===== src/rtl/rv32_pkg.sv =====
// Shared rv32 decode constants, scoreboard entry type and hazard FSM state.
package rv32_pkg;

   localparam int unsigned XLEN   = 32;
   localparam int unsigned REG_W  = 5;
   localparam int unsigned OPC_W  = 7;
   localparam int unsigned CNT_W  = 16;
   localparam int unsigned FCNT_W = 2;

   localparam logic [OPC_W-1:0] OP_LUI    = 7'b0110111;
   localparam logic [OPC_W-1:0] OP_AUIPC  = 7'b0010111;
   localparam logic [OPC_W-1:0] OP_JAL    = 7'b1101111;
   localparam logic [OPC_W-1:0] OP_JALR   = 7'b1100111;
   localparam logic [OPC_W-1:0] OP_BRANCH = 7'b1100011;
   localparam logic [OPC_W-1:0] OP_LOAD   = 7'b0000011;
   localparam logic [OPC_W-1:0] OP_STORE  = 7'b0100011;
   localparam logic [OPC_W-1:0] OP_IMM    = 7'b0010011;
   localparam logic [OPC_W-1:0] OP_OP     = 7'b0110011;

   typedef struct packed {
      logic             valid;
      logic [REG_W-1:0] rd;
   } sb_entry_t;

   localparam sb_entry_t SB_EMPTY = '0;

   typedef enum logic {
      ST_RUN   = 1'b0,
      ST_FLUSH = 1'b1
   } hz_state_t;

   // Saturating increment for the performance counters.
   function automatic logic [CNT_W-1:0] sat_inc(input logic [CNT_W-1:0] v);
      return (&v) ? v : v + CNT_W'(1);
   endfunction

endpackage


===== src/rtl/hz_decode.sv =====
// Register-usage decode of an rv32 instruction; shared by hazard and forwarding logic.
module hz_decode
   import rv32_pkg::*;
(
   input  logic [XLEN-1:0]  dec_instr,
   output logic             uses_rs1,
   output logic             uses_rs2,
   output logic             writes_rd,
   output logic [REG_W-1:0] rs1,
   output logic [REG_W-1:0] rs2,
   output logic [REG_W-1:0] rd
);

   logic [OPC_W-1:0] opcode;
   logic             rd_op;
   logic             unused_fields;

   assign opcode        = dec_instr[6:0];
   assign rd            = dec_instr[11:7];
   assign rs1           = dec_instr[19:15];
   assign rs2           = dec_instr[24:20];
   assign unused_fields = ^{dec_instr[31:25], dec_instr[14:12]};

   always_comb begin
      uses_rs1 = 1'b0;
      uses_rs2 = 1'b0;
      rd_op    = 1'b0;
      case (opcode)
         OP_LUI, OP_AUIPC, OP_JAL: rd_op = 1'b1;
         OP_JALR: begin
            rd_op    = 1'b1;
            uses_rs1 = 1'b1;
         end
         OP_BRANCH, OP_STORE: begin
            uses_rs1 = 1'b1;
            uses_rs2 = 1'b1;
         end
         OP_LOAD, OP_IMM: begin
            rd_op    = 1'b1;
            uses_rs1 = 1'b1;
         end
         OP_OP: begin
            rd_op    = 1'b1;
            uses_rs1 = 1'b1;
            uses_rs2 = 1'b1;
         end
         default: ;
      endcase
   end

   // x0 writes are architecturally discarded and must not occupy the scoreboard.
   assign writes_rd = rd_op & (rd != '0);

endmodule


===== src/rtl/hazard_ctl.sv =====
// Decode-side hazard controller: RAW scoreboard stalls plus wrong-path flush after redirects.
module hazard_ctl
   import rv32_pkg::*;
#(
   parameter int unsigned FLUSH_DEPTH = 2,
   parameter int unsigned RF_BYPASS   = 0
)
(
   input  logic              clk,
   input  logic              rst,
   input  logic [XLEN-1:0]   dec_instr,
   input  logic              dec_valid,
   input  logic              br_taken,
   output logic              stall,
   output logic              bubble,
   output logic              flush_dec,
   output logic [CNT_W-1:0]  stall_cycles,
   output logic [CNT_W-1:0]  flush_events
);

   localparam bit CHK_W = (RF_BYPASS == 0);

   logic             uses_rs1;
   logic             uses_rs2;
   logic             writes_rd;
   logic [REG_W-1:0] rs1;
   logic [REG_W-1:0] rs2;
   logic [REG_W-1:0] rd;

   sb_entry_t        sb_e_q, sb_a_q, sb_w_q, sb_e_d;
   hz_state_t        state_q, state_d;
   logic [FCNT_W-1:0] fcnt_q, fcnt_d;
   logic [CNT_W-1:0] stall_cnt_q;
   logic [CNT_W-1:0] flush_cnt_q;

   logic             flush_act;
   logic             br_accept;
   logic             rs1_hit;
   logic             rs2_hit;
   logic             hazard;
   logic             stall_int;
   logic             issue;

   hz_decode u_decode (
      .dec_instr (dec_instr),
      .uses_rs1  (uses_rs1),
      .uses_rs2  (uses_rs2),
      .writes_rd (writes_rd),
      .rs1       (rs1),
      .rs2       (rs2),
      .rd        (rd)
   );

   // Source matches against in-flight destinations; writeback only counts without RF write-through.
   assign rs1_hit = (rs1 != '0) &&
                    ((sb_e_q.valid && (sb_e_q.rd == rs1)) ||
                     (sb_a_q.valid && (sb_a_q.rd == rs1)) ||
                     (CHK_W && sb_w_q.valid && (sb_w_q.rd == rs1)));
   assign rs2_hit = (rs2 != '0) &&
                    ((sb_e_q.valid && (sb_e_q.rd == rs2)) ||
                     (sb_a_q.valid && (sb_a_q.rd == rs2)) ||
                     (CHK_W && sb_w_q.valid && (sb_w_q.rd == rs2)));

   assign hazard    = dec_valid & ((uses_rs1 & rs1_hit) | (uses_rs2 & rs2_hit));
   assign stall_int = hazard & ~flush_act;
   assign issue     = dec_valid & ~stall_int & ~flush_act & writes_rd;

   always_comb begin
      sb_e_d = SB_EMPTY;
      if (issue) begin
         sb_e_d.valid = 1'b1;
         sb_e_d.rd    = rd;
      end
   end

   // Redirect FSM: the br_taken cycle plus FLUSH_DEPTH-1 cycles in FLUSH kill decode.
   always_comb begin
      state_d   = state_q;
      fcnt_d    = fcnt_q;
      flush_act = 1'b0;
      br_accept = 1'b0;
      case (state_q)
         ST_RUN: begin
            if (br_taken) begin
               flush_act = 1'b1;
               br_accept = 1'b1;
               if (FLUSH_DEPTH > 1) begin
                  state_d = ST_FLUSH;
                  fcnt_d  = FCNT_W'(FLUSH_DEPTH - 1);
               end
            end
         end
         ST_FLUSH: begin
            flush_act = 1'b1;
            if (fcnt_q <= FCNT_W'(1)) begin
               state_d = ST_RUN;
               fcnt_d  = '0;
            end else begin
               fcnt_d  = fcnt_q - FCNT_W'(1);
            end
         end
         default: begin
            state_d = ST_RUN;
            fcnt_d  = '0;
         end
      endcase
   end

   always_ff @(posedge clk) begin
      if (!rst) begin
         state_q     <= ST_RUN;
         fcnt_q      <= '0;
         sb_e_q      <= SB_EMPTY;
         sb_a_q      <= SB_EMPTY;
         sb_w_q      <= SB_EMPTY;
         stall_cnt_q <= '0;
         flush_cnt_q <= '0;
      end else begin
         state_q <= state_d;
         fcnt_q  <= fcnt_d;
         sb_w_q  <= sb_a_q;
         sb_a_q  <= sb_e_q;
         sb_e_q  <= sb_e_d;
         if (stall_int) stall_cnt_q <= sat_inc(stall_cnt_q);
         if (br_accept) flush_cnt_q <= sat_inc(flush_cnt_q);
      end
   end

   // Reset forces every output low, including the combinational controls.
   assign stall        = rst & stall_int;
   assign bubble       = rst & (stall_int | br_taken);
   assign flush_dec    = rst & flush_act;
   assign stall_cycles = rst ? stall_cnt_q : '0;
   assign flush_events = rst ? flush_cnt_q : '0;

endmodule


===== config.mk =====
export PLATFORM = sky130hd
export DESIGN_NAME = hazard_ctl
export DESIGN_NICKNAME = d
export VERILOG_FILES = /design/src/rtl/rv32_pkg.sv /design/src/rtl/hz_decode.sv /design/src/rtl/hazard_ctl.sv
export SDC_FILE = /design/constraint.sdc
export NUM_CORES = 1
export LEC_CHECK = 0
export ABC_AREA = 1
export ABC_CLOCK_PERIOD_IN_PS = 3130
export BUFFER_PORTS_ARGS = -buffer_cell sky130_fd_sc_hd__buf_4
export CAP_MARGIN = 40
export CORE_ASPECT_RATIO = 0.6
export CORE_MARGIN = 2
export CORE_UTILIZATION = 55
export CTS_BUF_LIST = sky130_fd_sc_hd__clkbuf_8 sky130_fd_sc_hd__clkbuf_16
export CTS_CLUSTER_DIAMETER = 50
export CTS_CLUSTER_SIZE = 20
export DETAILED_ROUTE_END_ITERATION = 6
export HOLD_SLACK_MARGIN = 0.1
export PLACE_DENSITY = 0.89
export SYNTH_ARGS = -nofsm -noshare
export SYNTH_HDL_FRONTEND = slang
export SYNTH_SLANG_ARGS = --single-unit

===== constraint.sdc =====
create_clock -name clk -period 3.13 [get_ports clk]
set_clock_uncertainty 0.15 [all_clocks]
set_input_delay 0.313 -clock clk [delete_from_list [all_inputs] [get_ports clk]]
set_output_delay 0.313 -clock clk [all_outputs]
set_load 0.01 [all_outputs]

==> impl_metrics.py <==
metrics = {
    "clocking": {
        "htree_levels": 2,
        "root_buffer": "clkbuf_8",
        "cts_buffers": 5,
        "clk_pin_slew_ps": 90,
        "cts_setup_buffers": 0,
        "cts.sinks": 53,
        "clock_latency_ps": 300,
        "cts_tree": "yes",
        "clock_path_buffers": 2,
    },
    "timing": {
        "slew_headroom_pct": 51.4,
        "fin_tns_setup_ps": 0,
        "period_needed_ps": 2480,
        "min_period_over_period_pct": 79.1,
        "slew_violations": 0,
        "rsz0062_at_grt": "false",
        "fmax_ghz": 0.404,
        "finalHoldViolCount": 0,
        "setup_ws_ps": 654,
        "finalSetupViolations": 0,
        "worst_pin_slew_ps": 722,
    },
    "finish": {
        "design_area_um2": 4100,
        "final_cell_mix": "nand2_1 (178), inv_1 (126), nor2_1 (72)",
        "fill_cells": 525,
        "antennaDiodeCount": 0,
        "drive_gt1_share_pct": 16.1,
        "final_common_cell": "nand2_1",
        "syn2layout_area_growth_pct": 18.8,
        "nets": 676,
    },
    "synthesis": {
        "ys_seq_area_share_pct": 30.7,
        "syn_area_um2": 3450,
        "yosysWarnings": 0,
        "synthArstFlopShare_pct": 0,
        "yosys_register_bits": 53,
        "synth_cells": 577,
        "synth_edf_count": 0,
        "synth.distinct_cells": 36,
        "syn_avg_cell_area_um2": 5.98,
        "synth_ff_type": "dfxtp_1",
        "syn_nets": 615,
    },
    "run": {
        "cap_viol_max_count": 0,
    },
    "grt": {
        "antenna_found_initial": 0,
        "overflow": 0,
        "grt_use_total_pct": 24.2,
        "grt_max_degree": 61,
        "grt_pass1_wl_um": 13700,
        "grt_pass1_vias": 3045,
    },
    "pwr": {
        "leakage_nw": 2.20,
        "fin_total_pwr_mw": 1.30,
        "vdd_drop_max_mv": 0.240,
        "p_per_area_nw_per_um2": 317,
    },
    "floorplanning": {
        "die_area_um2": 6950,
        "start_util_pct": 56.7,
        "fp-row-count": 22,
        "die_w_um": 106,
        "core_um2": 6080,
        "io-pin-count": 71,
        "die-height_um": 65.4,
    },
    "worst_setup_path": {
        "cp_cell_sequence": "inv_1 > nand2_1 > o21ai_0 > nor2_1 > nand3_1 > nand3_2 > nand2_2 > nand2_4 > nand2_1 > a21oi_1 > buf_4",
        "critical_path_class": "flop to primary output",
        "crit_top_cell": "nand2_1",
        "startpoint_type": "flop",
        "cp.required_ps": 2670,
        "arrival_ps": 2010,
        "cp-end-kind": "primary output",
        "critPathMaxFanout": 16,
        "cp_top_family": "simple AND/OR/NAND/NOR gates",
        "r2r_slack_ps": 970,
        "critPathBufInv": 2,
        "slowest_stage": "dfxtp_1",
        "cpPeakStageDelay_ps": 390,
    },
    "route": {
        "routed-via-count": 3596,
        "drt.antenna.violating_nets": 0,
        "first_iter_violations": 341,
        "first_pass_iters": 5,
        "remaining_drc_errors": 0,
        "viasPerCell": 4.97,
        "routedWlPerCell_um": 11.2,
        "finalWirelength_um": 8070,
    },
    "place": {
        "dp_slack_ps": 949,
        "hpwl_um": 6180,
        "placed_area_um2": 3940,
        "numPortBuffers": 60,
        "gp_congestion": 0.951,
    },
    "outcome": {
        "status": "completed",
    },
    "min_path": {
        "hold_path_class": "input pin to flop",
    },
}
-- cell families (layout without fill, tap and decap cells) --
family,after synthesis,after routing,share of synthesized area (%)
fa+ha+maj,2,2,0.725
simple gates,326,326,42.7
buf+inv,147,209,17.1
compound gates,45,45,7.79
flops,53,53,30.7
xor+xnor,4,4,1.02
-- report_power, final --
| group | internal [mW] | leakage, nW | switching [mW] |
|---|---|---|---|
| clock | 0.258 | 0.0626 | 0.216 |
| sequential | 0.679 | 0.428 | 0.00553 |
| combinational | 0.0568 | 1.71 | 0.0851 |
-- worst paths after layout --
check,from,to,cells past startpoint
worst min-delay path,dec_instr[9],sb_e_q[2]$_SDFF_PN0_,3
worst max-delay path,sb_a_q[0]$_SDFF_PN0_,bubble,11
worst max register to register,stall_cnt_q[0]$_SDFFE_PN0P_,stall_cnt_q[6]$_SDFFE_PN0P_,8
worst min register to register,fcnt_q[1]$_SDFFE_PN0N_,fcnt_q[1]$_SDFFE_PN0N_,2
-- cell usage after synthesis, types with 3 or more instances --
cell	number	area, um2
nor4_1	5	31.3
nand4_1	10	62.6
clkbuf_1	7	26.3
nor2_2	5	31.3
nor2_1	72	270
inv_1	125	469
o21bai_1	10	75.1
nor3_1	12	60.1
a21oi_1	13	65.1
nand4_2	8	100
dfxtp_1	53	1060
nand2_1	178	668
nand3_2	3	30.0
inv_2	9	33.8
nand2_2	3	18.8
nand3_1	23	115
o21ai_0	13	65.1
-- timing repair --
item / 4_1_cts / 5_1_grt
hold endpoints to repair: 4 / 0
endpoints found under the setup margin: 0 / 0
gates resized for setup: 0 / 0
hold buffers: 4 / 0
-- per-stage QoR --
| step | hold WS [ps] | cells | util, % |
|---|---|---|---|
| 4_1_cts | 112 | 723 | 67.4 |
| 5_1_grt | 106 | 723 | 67.4 |
| 3_3_place_gp | 271 | 711 | 64.8 |
| 6_report | 119 | 723 | 67.4 |
| 2_1_floorplan | 262 | 577 | - |
| 3_5_place_dp | 287 | 711 | 64.8 |
-- layout make-up --
cell class | count | area, um2 | share of cell area [%]
clock buffer | 6 | 82.6 | 2.01
inverter | 134 | 503 | 12.3
multi-input combinational | 377 | 1800 | 43.9
clock inverter | 2 | 33.8 | 0.824
tap | 84 | 105 | 2.56
timing repair buffer | 67 | 513 | 12.5
sequential | 53 | 1060 | 25.9
-- registers in the layout, summed over array words and instances, names as in the netlist --
register	count
flush_cnt_q	16
stall_cnt_q	16
sb_a_q	6
sb_e_q	6
sb_w_q	6
fcnt_q	2
state_q	1
-- worst reg2reg max path: cells and delay by family (launching register included) --
| kind | cells | cell delay (ps) |
|---|---|---|
| AND/OR/NAND/NOR | 7 | 1250 |
| adder cells (fa/ha/maj) | 1 | 230 |
| flip-flops | 1 | 420 |
-- routing by layer --
layer	wire length, um	vias up	global-route usage (%)
li1	-	1871	-
met1	3930	1571	35.1
met2	3420	145	38.1
met3	654	9	3.87
met4	63	0	5.26
met5	0	-	0
Note: power is estimated with default switching activity, not from simulation.
